$ cat config.mk
export PLATFORM = sky130hd
export DESIGN_NAME = mux8_rr_arbiter_flat
export DESIGN_NICKNAME = d
export VERILOG_FILES = /design/src/rtl/mux8_rr_arbiter_pkg.sv /design/src/rtl/mux8_rr_arbiter_if.sv /design/src/rtl/mux8_rr_arbiter_rr_pick8.sv /design/src/rtl/mux8_rr_arbiter.sv /design/src/flat_wrapper.sv
export SDC_FILE = /design/constraint.sdc
export NUM_CORES = 1
export LEC_CHECK = 0
export BUFFER_PORTS_ARGS = -buffer_cell sky130_fd_sc_hd__buf_2
export CORE_MARGIN = 3
export CORE_UTILIZATION = 30
export CTS_BUF_LIST = sky130_fd_sc_hd__clkbuf_2
export CTS_CLUSTER_DIAMETER = 100
export DETAILED_ROUTE_END_ITERATION = 10
export GPL_TIMING_DRIVEN = 0
export PLACE_DENSITY = 0.47
export RECOVER_POWER = 25
export SLEW_MARGIN = 40
export SYNTH_ARGS = -nofsm -noshare
export SYNTH_HDL_FRONTEND = slang
export SYNTH_SLANG_ARGS = --single-unit
$ cat constraint.sdc
create_clock -name clk -period 3.7 [get_ports clk]
set_input_delay 0.185 -clock clk [delete_from_list [all_inputs] [get_ports clk]]
set_output_delay 0.185 -clock clk [all_outputs]
set_load 0.005 [all_outputs]
$ cat src/rtl/mux8_rr_arbiter_pkg.sv
// Shared constants, state encoding and helpers for the mux8 round-robin arbiter.
package mux8_arb_pkg;

    localparam int NUM_REQ          = 8;
    localparam int SEL_W            = 3;
    localparam int DEFAULT_MAX_HOLD = 16;

    // Encoding 2'd3 is unused and recovers to IDLE.
    typedef enum logic [1:0] {
        IDLE    = 2'd0,
        GRANT   = 2'd1,
        RELEASE = 2'd2
    } arb_state_t;

    function automatic logic [NUM_REQ-1:0] onehot8(input logic [SEL_W-1:0] idx);
        return NUM_REQ'(1) << idx;
    endfunction

endpackage

$ cat src/rtl/mux8_rr_arbiter_if.sv
// Request/grant bundle between the requesters (master) and the arbiter (slave).
// The lock signal exists only when MUX8_ARB_LOCK_EN is defined.
interface mux8_rr_arbiter_if;
    import mux8_arb_pkg::*;

    logic [NUM_REQ-1:0] req;
`ifdef MUX8_ARB_LOCK_EN
    logic               lock;
`endif
    logic [NUM_REQ-1:0] grant;
    logic [SEL_W-1:0]   sel;
    logic               busy;
    arb_state_t         dbg_state;

    // req (and lock) are levels held by the requester; grant/sel/busy are
    // registered and change only on clk edges or on asynchronous reset.
`ifdef MUX8_ARB_LOCK_EN
    modport master (output req, lock, input grant, sel, busy, dbg_state);
    modport slave  (input req, lock, output grant, sel, busy, dbg_state);
`else
    modport master (output req, input grant, sel, busy, dbg_state);
    modport slave  (input req, output grant, sel, busy, dbg_state);
`endif

endinterface

$ cat src/rtl/mux8_rr_arbiter_rr_pick8.sv
// Combinational round-robin pick: first requester at or above ptr, modulo 8.
module rr_pick8
    import mux8_arb_pkg::*;
(
    input  logic [NUM_REQ-1:0] req,
    input  logic [SEL_W-1:0]   ptr,
    output logic [SEL_W-1:0]   pick,
    output logic               any
);

    logic [NUM_REQ-1:0] w_rot;
    logic [SEL_W-1:0]   w_idx;

    // Rotating right by ptr puts requester ptr at bit 0 of w_rot.
    assign w_rot = NUM_REQ'({req, req} >> ptr);

    always_comb begin
        w_idx = '0;
        for (int i = NUM_REQ - 1; i >= 0; i--) begin
            if (w_rot[i]) w_idx = SEL_W'(i);
        end
    end

    assign pick = w_idx + ptr;
    assign any  = |req;

endmodule

$ cat src/rtl/mux8_rr_arbiter.sv
// Round-robin arbiter owning the mux8way select; bounded tenure per owner.
// Optional MUX8_ARB_LOCK_EN adds a lock input that suppresses timeout preemption.
module mux8_rr_arbiter
    import mux8_arb_pkg::*;
#(
    parameter int MAX_HOLD = DEFAULT_MAX_HOLD
)(
    input  logic             clk,
    input  logic             reset,
    mux8_rr_arbiter_if.slave bus
);

    localparam int HOLD_W = $clog2(MAX_HOLD);
    localparam logic [HOLD_W-1:0] HOLD_LAST = HOLD_W'(MAX_HOLD - 1);

    arb_state_t         r_state;
    logic [SEL_W-1:0]   r_ptr;
    logic [SEL_W-1:0]   r_sel;
    logic [NUM_REQ-1:0] r_grant;
    logic               r_busy;
    logic [HOLD_W-1:0]  r_hold_cnt;

    logic [SEL_W-1:0]   w_pick;
    logic               w_any;
    logic               w_owner_req;
    logic               w_others;
    logic               w_timeout;
    logic               w_preempt;

    rr_pick8 u_pick (
        .req  (bus.req),
        .ptr  (r_ptr),
        .pick (w_pick),
        .any  (w_any)
    );

    assign w_owner_req = bus.req[r_sel];
    assign w_others    = |(bus.req & ~onehot8(r_sel));
    assign w_timeout   = (r_hold_cnt == HOLD_LAST);
`ifdef MUX8_ARB_LOCK_EN
    assign w_preempt   = w_timeout && w_others && !bus.lock;
`else
    assign w_preempt   = w_timeout && w_others;
`endif

    always_ff @(posedge clk or posedge reset) begin
        if (reset) begin
            r_state    <= IDLE;
            r_ptr      <= '0;
            r_sel      <= '0;
            r_grant    <= '0;
            r_busy     <= 1'b0;
            r_hold_cnt <= '0;
        end else begin
            case (r_state)
                // IDLE and RELEASE arbitrate identically; RELEASE has just moved ptr.
                IDLE, RELEASE: begin
                    if (w_any) begin
                        r_state    <= GRANT;
                        r_grant    <= onehot8(w_pick);
                        r_sel      <= w_pick;
                        r_busy     <= 1'b1;
                        r_hold_cnt <= '0;
                    end else begin
                        r_state    <= IDLE;
                    end
                end
                GRANT: begin
                    if (!w_owner_req || w_preempt) begin
                        r_state <= RELEASE;
                        r_grant <= '0;
                        r_busy  <= 1'b0;
                        r_ptr   <= r_sel + SEL_W'(1);
                    end else if (!w_timeout) begin
                        r_hold_cnt <= r_hold_cnt + HOLD_W'(1);
                    end
                end
                default: begin
                    r_state <= IDLE;
                    r_grant <= '0;
                    r_busy  <= 1'b0;
                end
            endcase
        end
    end

    assign bus.grant     = r_grant;
    assign bus.sel       = r_sel;
    assign bus.busy      = r_busy;
    assign bus.dbg_state = r_state;

    a_grant_onehot0: assert property (@(posedge clk) disable iff (reset) $onehot0(r_grant))
        else $error("grant is not zero/one-hot");
    a_busy_match: assert property (@(posedge clk) disable iff (reset) r_busy == (|r_grant))
        else $error("busy disagrees with grant");
    a_sel_match: assert property (@(posedge clk) disable iff (reset) r_busy |-> r_grant[r_sel])
        else $error("grant bit at sel is clear while busy");

endmodule

$ cat src/flat_wrapper.sv
// flat-port wrapper written by rule: the top's interface ports become plain ports
module mux8_rr_arbiter_flat import mux8_arb_pkg::*;
#(
    parameter int MAX_HOLD = DEFAULT_MAX_HOLD
)
  (clk, reset, bus_req, bus_grant, bus_sel, bus_busy, bus_dbg_state);
  mux8_rr_arbiter_if bus_i ();
  input  logic clk;
  input  logic reset;
  input wire logic [$bits(bus_i.req)-1:0] bus_req;
  output wire logic [$bits(bus_i.grant)-1:0] bus_grant;
  output wire logic [$bits(bus_i.sel)-1:0] bus_sel;
  output wire logic [$bits(bus_i.busy)-1:0] bus_busy;
  output wire logic [$bits(bus_i.dbg_state)-1:0] bus_dbg_state;
  assign bus_i.req = bus_req;
  assign bus_grant = bus_i.grant;
  assign bus_sel = bus_i.sel;
  assign bus_busy = bus_i.busy;
  assign bus_dbg_state = bus_i.dbg_state;
  mux8_rr_arbiter #(.MAX_HOLD(MAX_HOLD)) u_core (.clk(clk), .reset(reset), .bus(bus_i));
endmodule
## After elaboration in Yosys (flattened, before gate mapping)

Index checks and enable logic that the tools add are counted.

| word-level totals | value |
|---|---|
| bits in registers | 21 |
| bits of input ports | 10 |
| output and inout port bits | 14 |

| cells by class | value |
|---|---|
| add/subtract/negate cells | 3 |
| $lt $le $gt $ge | 1 |
| equal/unequal tests | 7 |
| shift-type cells | 3 |
| multiplexer cells | 23 |
| bitwise logic cells | 2 |
| reduce and logical (&&, ||, !) cells | 12 |

Operators by type and width:

| operator | number |
|---|---|
| $mux 3 | 8 |
| $mux 8 | 2 |
| $pmux 8 s2 | 1 |
| $reduce_or 8->1 | 2 |
| $shl 1x3->8 const A | 2 |
| $shr 16x3->8 | 1 |
| $mux 4 | 3 |
| $and 8x8->8 | 1 |
| $not 8->8 | 1 |
| $pmux 4 s2 | 1 |
| $ne 2x2->1 const B | 3 |
| $reduce_and 2->1 | 3 |
| $add 4x1->4 const B | 1 |
| $eq 4x4->1 const B | 1 |
| $lt 3x4->1 const B | 1 |
| $mux 1 | 4 |
| $pmux 2 s2 | 1 |
| $reduce_and 4->1 | 1 |
| $add 3x1->3 const B | 1 |
| $add 3x3->3 | 1 |
| $bmux 1 s3 | 1 |
| $eq 2x1->1 const B | 1 |
| $eq 2x2->1 const B | 1 |
| $logic_not 2->1 | 1 |
| other kinds (8) | 8 |

## Longest topological paths before layout

Gate-level depths: netlist of the first run.

| depth | value |
|---|---|
| depth after elaboration | 13 |
| gate-level depth with buffers | 15 |

## Hierarchy

A second synthesis of the first run with hierarchy kept.

| unflattened totals | value |
|---|---|
| cells, all modules | 182 |
| area total of the unflattened synthesis | 1,825.5 µm² |

Modules (own cells, without submodules):

| module | times used | cells an instance | area each (µm²) | seq. area each (µm²) |
|---|---|---|---|---|
| mux8_rr_arbiter | 1 | 132 | 1,306.3 | 525.5 |
| rr_pick8 | 1 | 50 | 519.2 | 0.0 |

## Worst setup path after synthesis of the first run

No wires, ideal clock.

| timing path | value |
|---|---|
| path type | reg2reg |
| start point | reg u_core.r_ptr[1] |
| end point | reg u_core.r_grant[1], in the netlist u_core.bus.grant[1] |
| setup time | 86 ps |
| arrival | 3,036 ps |
| required time | 3,614 ps |
| path slack | 578 ps |
| stages on the path, launching flop included | 13 |
| buffers on the path | 2 |
| clock period less this slack | 3,122 ps |
| cells stage by stage | dfrtp_1 > buf_6 > inv_2 > mux4_2 > mux2_2 > clkbuf_1 > inv_1 > o21ai_1 > fa_1 > xnor2_1 > and4_1 > o2111ai_1 > o221ai_2 |

| between the ends | value |
|---|---|
| longest elaborated chain between the ends | 13 |

RTL lines:

| what | RTL line | text |
|---|---|---|
| start, declared | mux8_rr_arbiter.sv:17 | `logic [SEL_W-1:0] r_ptr;` |
| start signal, assigned | mux8_rr_arbiter.sv:73 | `r_ptr <= r_sel + SEL_W'(1);` |
| $shr 16x3->8 | mux8_rr_arbiter_rr_pick8.sv:15 | `assign w_rot = NUM_REQ'({req, req} >> ptr);` |
| $mux 3 (8 in series) | mux8_rr_arbiter_rr_pick8.sv:20 | `if (w_rot[i]) w_idx = SEL_W'(i);` |
| $add 3x3->3 (*) | mux8_rr_arbiter_rr_pick8.sv:24 | `assign pick = w_idx + ptr;` |
| $shl 1x3->8 (*) | mux8_rr_arbiter_pkg.sv:16 | `return NUM_REQ'(1) << idx;` |
| $mux 8 (*) | mux8_rr_arbiter.sv:58 | `if (w_any) begin` |
| $pmux 8 s2 (*) | mux8_rr_arbiter.sv:55 | `case (r_state)` |
| end signal, assigned | mux8_rr_arbiter.sv:60 | `r_grant <= onehot8(w_pick);` |
| end, declared | mux8_rr_arbiter.sv:19 | `logic [NUM_REQ-1:0] r_grant;` |

Mark *: on every way between the ends. The rest lies on a longest branch, timed or not. The select of a mux whose other input is x is not followed.
A chain may end at the register's enable or synchronous reset.

## Final worst setup path of the first run

| timing path | value |
|---|---|
| start point | reg u_core.r_ptr[1] |
| end point | reg u_core.r_grant[0], in the netlist u_core.bus.grant[0] |

Same word-level chain as after synthesis.

==> summary.txt, run 1 <==
Synthesis
  – Yosys warns: 0
  – Post-synth top area cell: dfrtp_1
  – Post-synth top flop: dfrtp_1
  – Seq/Total Area, Yosys: 23.72%
  – Seq cells post-synth: 21
  – Post-Syn Nets: 243
  – EDFF count, synth: 0
  – Syn Inst Count: 224
  – Share of the synthesized area in the top cell type: 23.72%
  – Ys async rst share: 100.0%
  – Mapped cell area: 2216 sq um
  – Area contributors post-synth: dfrtp_1 (24%), mux4_2 (11%), o221ai_2 (5.4%), mux4_1 (4.7%), ha_1 (4.5%)
  – Avg Inst Size Synth: 9.892 sq um
  – Count of cell types in the netlist: 54

Layout
  – Share of layout cells above drive strength 1: 31.58%
  – Final Core Density: 35.45%
  – Most frequent cells in the layout: buf_2 (28), inv_1 (24), dfrtp_1 (21), a21oi_1 (14), nand2_1 (14)
  – Area added between synthesis and finish: 11.69%
  – Fin nets: 267
  – Filler Cell Count: 761
  – Antenna fix cells: 0
  – Most common cell after layout, fill and taps aside: buf_2

Clock network
  – Root buf cell: clkbuf_2
  – Clock Latency Late Sink: 340 ps
  – Clock slew at reported path FFs: 240 ps
  – CTS Buf Count: 3
  – Clk buf depth: 2
  – CTS tree: built
  – Total setup buffers inserted after CTS: 0
  – Clock sinks: 21
  – Max H-tree Level: 1

Detailed routing
  – First drt pass iteration count: 4
  – 1st-iter DRT viols: 60
  – Vias per cell: 5.402
  – WL per Instance: 16.38 um
  – Final ANT Viol Nets: 0
  – Vias after detailed routing: 1853
  – Remaining DRCs: 0
  – DRT Wirelength: 5618 um

Power and ir drop
  – Worst VDD drop: 0.3737 mV
  – Sw Ratio: 52.53%
  – PwrDens: 862.9 nW/um^2
  – Leak pwr: 1.030 nW
  – Reg power frac: 18.8%
  – Logic pwr share: 76.3%
  – Switch Pwr: 1.122 mW
  – Power Internal: 1.014 mW
  – Clk pwr share: 5.0%

Timing
  – Worst slew pin tran: 851.7 ps
  – RSZ-0062 raised after global routing: false
  – Setup TNS: 0 ps
  – Max Slew Vio Count: 0
  – Final setup vio count: 0
  – Final period util: 92.93%
  – Final hold violation count: 0
  – Fmax: 290.8 MHz
  – Skew final: 14.33 ps
  – Minimum clock period: 3439 ps
  – Slew headroom: 43.16%

Worst hold path
  – Start point of the worst hold path: bus_req[6]
  – Class of the worst hold path: in -> reg

Setup path
  – CP peak stage delay: 600 ps
  – CP top delay family: compound AO/OA/AOI/OAI gates
  – Critical path required time: 3990 ps
  – Worst path buffer plus inverter count: 5
  – Endpoint class of the critical path: flip-flop
  – Crit path DAT: 3730 ps
  – CP max FO: 10
  – Setup crit start kind: flip-flop
  – Crit path kind: reg -> reg
  – Critical Path Most Common Cell: inv_1
  – CP Cell Sequence: buf_6 > buf_8 > buf_2 > a211oi_1 > a2111oi_1 > a311oi_1 > o31ai_1 > ha_1 > inv_1 > fa_2 > inv_1 > nor4_1 > o2111ai_1 > o221ai_2
  – Max stage delay cell, worst path: fa_2
  – Crit path from: u_core.r_ptr[1]
  – R2R Path Start: u_core.r_ptr[1]

Placement
  – Post-detail-place hpwl: 4188 um
  – Gpl congestion: 0.8361
  – Buffers on Ports: 18

Global route
  – Grt total ovfl: 0
  – First-pass GRT wire length: 9370 um
  – Vias in the first global route: 1877
  – Pin count of the biggest net entering global routing: 22
  – Total track usage: 13.60%
  – Initial antenna violation count: 0

Floorplanning
  – Ports: 24
  – Area of the die: 8454 sq um
  – Die span in x: 91.95 um
  – Core Rows: 30
  – Floorplan Core Area: 6982 sq um
  – Die height: 91.95 um
  – Initial Util: 31.74%

Status
  – Run status: complete, no violations

Flow run
  – Max-cap violations: 0
## registers in the layout, summed over array words and instances, names as in the netlist
signal	flops
u_core.bus.grant	8
u_core.r_ptr	3
u_core.bus.dbg_state	2
u_core.r_hold_cnt	4
u_core.bus.busy	1
u_core.bus.sel	3
## metrics by stage
stage | power, mW | instances | cell area (sq um) | hold WS [ps] | setup WS [ps]
finish | 2.135 | 343 | 2475 | 274.9 | 261.4
global route | 2.353 | 343 | 2475 | 291.8 | 45.09
CTS | 2.137 | 343 | 2464 | 272.0 | 82.85
detailed placement | 2.004 | 338 | 2426 | 235.9 | -16.45
global placement | 2.005 | 338 | 2426 | 401.0 | -34.84
floorplan | 1.635 | 224 | 2216 | 161.5 | 578.4
## synthesized netlist by cell type (all sizes together), types with 3 or more instances
cell type,n
a21oi,16
and3,3
and4,4
buf,16
clkbuf,5
dfrtp,21
ha,8
inv,27
mux2,4
mux2i,5
mux4,15
nand2,14
nand4,3
nor2,15
nor2b,3
nor3,9
nor4,4
o2111ai,9
o21ai,7
o221ai,9
## worst min-delay path, cell delays in order
cell       delay [ps]
buf_2              90
nor2_1            100
nand4_1           150
o2bb2ai_1          90
## power groups by stage
stage	Combinational [mW]	Sequential [mW]	Clock (mW)
2_1_floorplan	1.25	0.387	0
3_3_place_gp	1.60	0.408	0
3_5_place_dp	1.60	0.408	0
4_1_cts	1.62	0.404	0.114
5_1_grt	1.82	0.414	0.124
6_report	1.63	0.400	0.106
## timing repair
item,4_1_cts,5_1_grt
hold buffers,1,0
hold endpoints to repair,21,0
resized for setup,1,3
setup endpoints to repair,2,7
## logic make-up (layout without fill, tap and decap cells)
group / count (synthesis) / in the layout / share of synthesized area (%)
DFF: 21 / 21 / 23.72
adders and majority gates: 9 / 9 / 5.421
muxes: 24 / 24 / 20.78
buffers and inverters: 48 / 71 / 10.56
and+or+nand+nor: 61 / 61 / 15.13
xor gates and xnor gates: 3 / 3 / 1.186
AOI/OAI and AO/OA: 58 / 58 / 23.21
## path summary, 6_finish.rpt
kind                            depth (start not counted)  slack, ps                   end
worst max-delay path                                   14        260   u_core.bus.grant[0]
worst min-delay path                                    4        270  u_core.r_hold_cnt[0]
worst max register to register                         14        260   u_core.bus.grant[0]
worst min register to register                          1        520  u_core.r_hold_cnt[2]
max in group asynchronous                               3       2660       u_core.r_ptr[1]
min in group asynchronous                               3        520   u_core.bus.grant[6]
## per-layer routing
layer / up-vias / GRT usage, % / share of wire (%)
li1: 904 / - / -
met3: 2 / 1.969 / 3.5
met1: 915 / 18.65 / 48
met5: - / 0 / 0
met4: 0 / 1.980 / 0.37
met2: 32 / 23.24 / 48
## area by class of cell
type,count,area (sq um),area share [%]
multi-input combinational,155,1475,59.61
tap,96,120.1,4.853
clock inverter,1,5.005,0.2022
timing repair buffer,19,100.1,4.044
inverter,27,101.3,4.095
buffer,21,132.6,5.359
clock buffer,3,15.01,0.6067
sequential,21,525.5,21.23
Note: power is estimated with default switching activity, not from simulation.
==> run 2: changes to the inputs <==
- CORE_UTILIZATION: 30 -> 50
- PLACE_DENSITY: 0.47 -> 0.73
- clock period: 3.7 -> 2.9 ns (I/O delays scaled with it)
==> summary.txt, run 2 (same netlist as run 1, synthesis figures left out) <==
Status
  – Run status: finished with violations
  – Failing checks: setup timing

Clock network
  – Clock Latency Late Sink: 350 ps (about the same)
  – Clk buf depth: 2 (unchanged)
  – CTS tree: built
  – CTS Buf Count: 3 (unchanged)
  – Clock sinks: 21 (unchanged)
  – Root buf cell: clkbuf_2
  – Max H-tree Level: 1 (unchanged)
  – Clock slew at reported path FFs: 200 ps (-40 ps)

Setup path
  – Crit path kind: reg -> reg
  – Crit path DAT: 3470 ps (-260 ps)
  – Setup crit start kind: flip-flop
  – Critical path required time: 3160 ps (-830 ps)
  – FF-to-FF setup slack: -310 ps (-570 ps)
  – Endpoint class of the critical path: flip-flop
  – CP max FO: 5 (-5)

Floorplanning
  – Ports: 24 (unchanged)
  – Floorplan Core Area: 4144 sq um (-41%)
  – Die height: 72.57 um (-21%)
  – Area of the die: 5266 sq um (-38%)
  – Die span in x: 72.57 um (-21%)
  – Core Rows: 23 (-23%)
  – Initial Util: 53.47% (+22 points)

Layout
  – Max reg flops: 8 (unchanged)
  – Most common cell after layout, fill and taps aside: buf_2
  – Area added between synthesis and finish: 22.87%
  – Most frequent cells in the layout: buf_2 (23), inv_1 (22), dfrtp_1 (20), buf_4 (19), nand2_1 (14)
  – Filler Cell Count: 325 (-57%)
  – Antenna fix cells: 0 (unchanged)
  – Fin nets: 281 (+5.2%)
  – Final Core Density: 65.70% (+30 points)
  – Share of layout cells above drive strength 1: 43.30% (+12 points)

Timing
  – Skew final: 32.28 ps (+17.95 ps)
  – Setup TNS: -1920 ps (-1920 ps)
  – Max Slew Vio Count: 0 (unchanged)
  – Final period util: 110.6% (+18 points)
  – Final setup vio count: 9 (+9)
  – Worst setup margin: -307.1 ps (-568.6 ps)
  – Fmax: 311.8 MHz (+7.2%)
  – Minimum clock period: 3207 ps (-231.4 ps)
  – WHS: 243.3 ps (-31.53 ps)
  – RSZ-0062 raised after global routing: true
  – Slew headroom: 48.03% (+4.9 points)
  – Final hold violation count: 0 (unchanged)
  – Worst slew pin tran: 778.7 ps (-72.95 ps)

Flow run
  – Max-cap violations: 0 (unchanged)

Global route
  – First-pass GRT wire length: 9197 um (-1.8%)
  – Most used routing layer: met2
  – Pin count of the biggest net entering global routing: 22 (unchanged)
  – Vias in the first global route: 1854 (-1.2%)
  – Grt met3 use: 3.719% (+1.8 points)
  – Met1 GRT Util: 32.13% (+13 points)
  – Initial antenna violation count: 0 (unchanged)
  – Total track usage: 21.92% (+8.3 points)
  – Met2 usage: 34.97% (+12 points)
  – Grt total ovfl: 0 (unchanged)

Detailed routing
  – Vias per cell: 6.267 (+16%)
  – 1st-iter DRT viols: 194 (+220%)
  – WL per Instance: 17.65 um (+7.8%)
  – Vias after detailed routing: 1949 (+5.2%)
  – DRT Wirelength: 5489 um (-2.3%)
  – Remaining DRCs: 0 (unchanged)
  – First drt pass iteration count: 4 (unchanged)
  – Final ANT Viol Nets: 0 (unchanged)

Placement
  – Post-detail-place hpwl: 3661 um (-13%)
  – Gpl congestion: 0.9459 (+13%)
  – Buffers on Ports: 18 (unchanged)
  – Place WS: -481.8 ps (-465.3 ps)

Power and ir drop
  – Worst VDD drop: 0.7131 mV (+91%)
  – PwrDens: 1319 nW/um^2 (+53%)
  – Leak pwr: 1.139 nW (+11%)

Worst hold path
  – Class of the worst hold path: in -> reg
run 2: worst max-delay path: stages (launching register included):
cell and delay, ps:
dfrtp_2 450, buf_4 130, mux4_2 520, or2_2 300
a311oi_2 210, o31ai_2 120, ha_2 180, inv_2 50
fa_2 470, buf_6 160, nor4_2 280, o2111ai_1 180
o221ai_2 90
run 2: final timing paths:
kind,startpoint,to,cells past startpoint
worst min-delay path,bus_req[6],u_core.r_hold_cnt[0],4
worst min register to register,u_core.r_hold_cnt[2],u_core.r_hold_cnt[2],1
max in group asynchronous,reset,u_core.r_ptr[0],3
min in group asynchronous,reset,u_core.bus.sel[2],3
worst max register to register,u_core.r_ptr[0],u_core.bus.grant[6],12
worst max-delay path,u_core.r_ptr[0],u_core.bus.grant[6],12
run 2: timing repair:
item / in CTS / in global routing
hold endpoints to repair: 21 / 0
setup endpoints to repair: 10 / 10
pin swaps: 16 / 10
gates resized for setup: 25 / 10
buffers inserted: 11 / 4
hold buffers: 1 / 0
cloned: 2 / 0
run 2: layout make-up:
type | count | area [sq um] | area share [%]
Clock buffer | 3 | 15.01 | 0.5515
Timing Repair Buffer | 35 | 249.0 | 9.145
Buffer | 18 | 137.6 | 5.055
Sequential cell | 21 | 526.8 | 19.35
Multi-Input combinational cell | 156 | 1623 | 59.60
Tap cell | 50 | 62.56 | 2.298
Clock inverter | 1 | 5.005 | 0.1838
Inverter | 27 | 103.9 | 3.814
run 2: layer usage:
metal,routed length [um],up-vias
met1,2429,942
met4,46,0
met5,0,-
li1,-,931
met3,302,4
met2,2710,72
run 2: where the power goes:
part	total [mW]	internal, mW	switching, mW
Sequential	0.505	0.399	0.107
Clock	0.132	0.0313	0.101
Combinational	2.95	1.38	1.58
Total	3.59	1.81	1.78
run 2: per-stage QoR:
| stage | area (sq um) | std cells | power, mW |
|---|---|---|---|
| floorplan | 2233 | 224 | 2.139 |
| global placement | 2386 | 292 | 2.546 |
| detailed placement | 2386 | 292 | 2.571 |
| CTS | 2649 | 308 | 3.314 |
| global route | 2723 | 311 | 3.842 |
| finish | 2723 | 311 | 3.590 |
==> run 3: changes to the inputs <==
- PLACE_DENSITY: 0.73 -> 0.74
- SYNTH_HIERARCHICAL: default -> 1
==> summary.txt, run 3 <==
Setup path
  – R2R Path Start: u_core/r_ptr[0]
  – CP Cell Sequence: buf_6 > mux4_2 > mux2i_4 > o311ai_2 > a21bo_2 > a31oi_1 > ha_2 > inv_2 > fa_2 > xnor2_2 > xnor2_2 > buf_4 > nor2_1 > a31oi_1 > o22ai_2
  – Crit path from: u_core/r_ptr[0]
  – FF-to-FF End: u_core/bus.grant[1]
  – Crit path kind: reg -> reg
  – Crit path DAT: 3570 ps (+100 ps)
  – Max stage delay cell, worst path: mux4_2
  – Setup crit start kind: flip-flop
  – CP max FO: 5 (unchanged)
  – Crit path depth: 15 (+3)
  – Worst path buffer plus inverter count: 3 (unchanged)
  – CP top delay family: compound AO/OA/AOI/OAI gates
  – Endpoint class of the critical path: flip-flop
  – CP peak stage delay: 560 ps (+40 ps)
  – Setup crit end: u_core/bus.grant[1]
  – Critical path required time: 3120 ps (-40 ps)
  – FF-to-FF setup slack: -460 ps (-150 ps)
  – R2R depth: 15 (+3)

Layout
  – Most frequent cells in the layout: buf_2 (26), dfrtp_1 (21), inv_1 (17), mux2i_1 (12), nand2_1 (12)
  – Area added between synthesis and finish: 18.16%
  – Non-filler cells in the finished layout: 262 (-16%)
  – Max reg flops: 8 (unchanged)
  – Fin nets: 236 (-16%)
  – Most common cell after layout, fill and taps aside: buf_2
  – Antenna fix cells: 0 (unchanged)
  – Share of layout cells above drive strength 1: 36.57% (-6.7 points)

Clock network
  – Max H-tree Level: 1 (unchanged)
  – Clock slew at reported path FFs: 210 ps (about the same)
  – Clock sinks: 21 (unchanged)
  – CTS tree: built
  – Clock Latency Late Sink: 320 ps (-30 ps)
  – CTS Buf Count: 3 (unchanged)
  – Clk buf depth: 2 (unchanged)
  – Root buf cell: clkbuf_2

Global route
  – Met2 usage: 38.41% (+3.4 points)
  – Total track usage: 21.57% (-0.35 points)
  – First-pass GRT wire length: 7348 um (-20%)
  – Grt total ovfl: 0 (unchanged)
  – Pin count of the biggest net entering global routing: 22 (unchanged)
  – Initial antenna violation count: 0 (unchanged)
  – Grt met3 use: 3.061% (-0.66 points)
  – Met1 GRT Util: 27.57% (-4.6 points)
  – Most used routing layer: met2
  – Vias in the first global route: 1574 (-15%)

Timing
  – Max Slew Vio Count: 0 (unchanged)
  – Slew headroom: 50.31% (+2.3 points)
  – Worst setup margin: -456.6 ps (-149.5 ps)
  – Skew final: 7.554 ps (-24.73 ps)
  – Worst slew pin tran: 740.8 ps (-37.93 ps)
  – Final period util: 115.7% (+5.2 points)
  – Minimum clock period: 3357 ps (+149.5 ps)
  – Fmax: 297.9 MHz (-4.5%)
  – Final hold violation count: 0 (unchanged)
  – Final setup vio count: 10 (+1)
  – RSZ-0062 raised after global routing: true
  – Setup TNS: -3562 ps (-1642 ps)
  – WHS: 351.6 ps (+108.2 ps)

Floorplanning
  – Die height: 66.43 um (-8.5%)
  – Area of the die: 4412 sq um (-16%)
  – Floorplan Core Area: 3416 sq um (-18%)
  – Initial Util: 53.44% (about the same)
  – Die span in x: 66.43 um (-8.5%)
  – Core Rows: 21 (-8.7%)
  – Ports: 24 (unchanged)

Synthesis
  – Most frequent cells after synthesis: dfrtp_1 (21), inv_1 (19), mux2i_1 (14)
  – Count of cell types in the netlist: 51 (-5.6%)
  – Yosys warns: 6 (+6)
  – Ys async rst share: 100.0% (unchanged)
  – Post-synth top area cell: dfrtp_1
  – Post-Syn Nets: 201 (-17%)
  – Post-synth top flop: dfrtp_1
  – EDFF count, synth: 0 (unchanged)
  – Most frequent cell after synthesis: dfrtp_1
  – Area contributors post-synth: dfrtp_1 (29%), mux4_1 (10%), mux2i_1 (7.7%), ha_1 (5.5%), inv_1 (3.9%)
  – Syn Inst Count: 182 (-19%)
  – Avg Inst Size Synth: 10.03 sq um (+1.4%)
  – Share of the synthesized area in the top cell type: 28.79% (+5.1 points)
  – Seq/Total Area, Yosys: 28.79% (+5.1 points)
  – Mapped cell area: 1826 sq um (-18%)
  – Seq cells post-synth: 21 (unchanged)

Status
  – Failing checks: setup timing
  – Run status: finished with violations

Detailed routing
  – First drt pass iteration count: 4 (unchanged)
  – 1st-iter DRT viols: 60 (-69%)
  – Vias per cell: 5.908 (-5.7%)
  – Remaining DRCs: 0 (unchanged)
  – WL per Instance: 16.48 um (-6.6%)
  – Final ANT Viol Nets: 0 (unchanged)
  – Vias after detailed routing: 1548 (-21%)
  – DRT Wirelength: 4319 um (-21%)

Placement
  – Buffers on Ports: 23 (+5)
  – Place WS: -563.3 ps (-81.48 ps)
  – Placed insts: 251 (-14%)
  – Post-detail-place hpwl: 3244 um (-11%)
  – Gpl congestion: 0.8466 (-10%)

Power and ir drop
  – Final Power: 2.786 mW (-22%)
  – Logic pwr share: 77.7% (-4.5 points)
  – Switch Pwr: 1.350 mW (-24%)
  – Power Internal: 1.437 mW (-20%)
  – Clk pwr share: 4.5% (+0.8 points)
  – Worst VDD drop: 0.6751 mV (-5.3%)
  – Sw Ratio: 48.43% (-1.3 points)
  – Leak pwr: 1.002 nW (-12%)
  – Reg power frac: 17.8% (+3.7 points)
  – PwrDens: 1292 nW/um^2 (-2.0%)

Flow run
  – Max-cap violations: 0 (unchanged)

Worst hold path
  – Class of the worst hold path: in -> async
==> run 3: how the worst min path moves through the flow <==
stage	slack, ps	endpoint	cells after the start	from
3_3_place_gp	300	u_core/bus.grant[0]	2	reset
4_1_cts	470	u_core/bus.dbg_state[1]	5	bus_req[0]
3_5_place_dp	330	u_core/bus.grant[7]	2	reset
6_report	350	u_core/bus.dbg_state[0]	3	reset
2_1_floorplan	120	u_core/bus.busy	1	reset
5_1_grt	360	u_core/bus.dbg_state[0]	3	reset
==> run 3: layout make-up <==
class / instances / area, sq um
Fill cell: 298 / 1259
Multi-Input combinational cell: 133 / 1252
Clock buffer: 3 / 15.01
Inverter: 19 / 71.32
Clock inverter: 1 / 5.005
Sequential cell: 21 / 525.5
Buffer: 8 / 52.55
Tap cell: 46 / 57.56
Timing Repair Buffer: 31 / 177.7
==> run 3: routing by layer <==
| metal | routed length (um) | part of all wire, % |
|---|---|---|
| met5 | 0 | 0 |
| met2 | 2389 | 55 |
| met3 | 105 | 2.4 |
| met1 | 1790 | 41 |
| met4 | 33 | 0.76 |
==> run 3: what timing repair did <==
action	CTS	global route
resized for setup	5	12
endpoints found under the hold margin	21	0
buffers inserted	6	1
gates cloned	0	0
hold buffers	1	0
pin swaps	3	3
setup endpoints to repair	10	10
==> run 3: worst min-delay path: cells and delay by family <==
family | cells | cell delay (ps)
buffers and inverters | 3 | 1030
==> run 3: per-stage QoR <==
step                      util [%]  area, sq um
after floorplan                  -         1853
after CTS                    61.39         2097
after global routing         63.15         2157
final                        63.15         2157
after global placement       59.30         2026
after detailed placement     59.30         2026
==> run 3: power groups by stage <==
stage                     Clock (mW)  Sequential, mW  Combinational, mW
final                          0.125           0.496               2.17
after global routing           0.142           0.517               2.39
after CTS                      0.126           0.496               1.94
after detailed placement           0           0.510               1.88
after global placement             0           0.499               1.80
after floorplan                    0           0.490               1.51
==> run 3: logic make-up (layout without fill, tap and decap cells) <==
group | after synthesis | after routing | share of synthesized area [%]
multiplexers | 27 | 27 | 21.66
adder cells (fa/ha/maj) | 9 | 9 | 6.580
AND/OR/NAND/NOR | 53 | 53 | 16.38
AO/OA/AOI/OAI | 42 | 42 | 18.64
flip-flops | 21 | 21 | 28.79
XOR/XNOR | 2 | 2 | 0.9597
buffers and inverters | 28 | 62 | 6.991
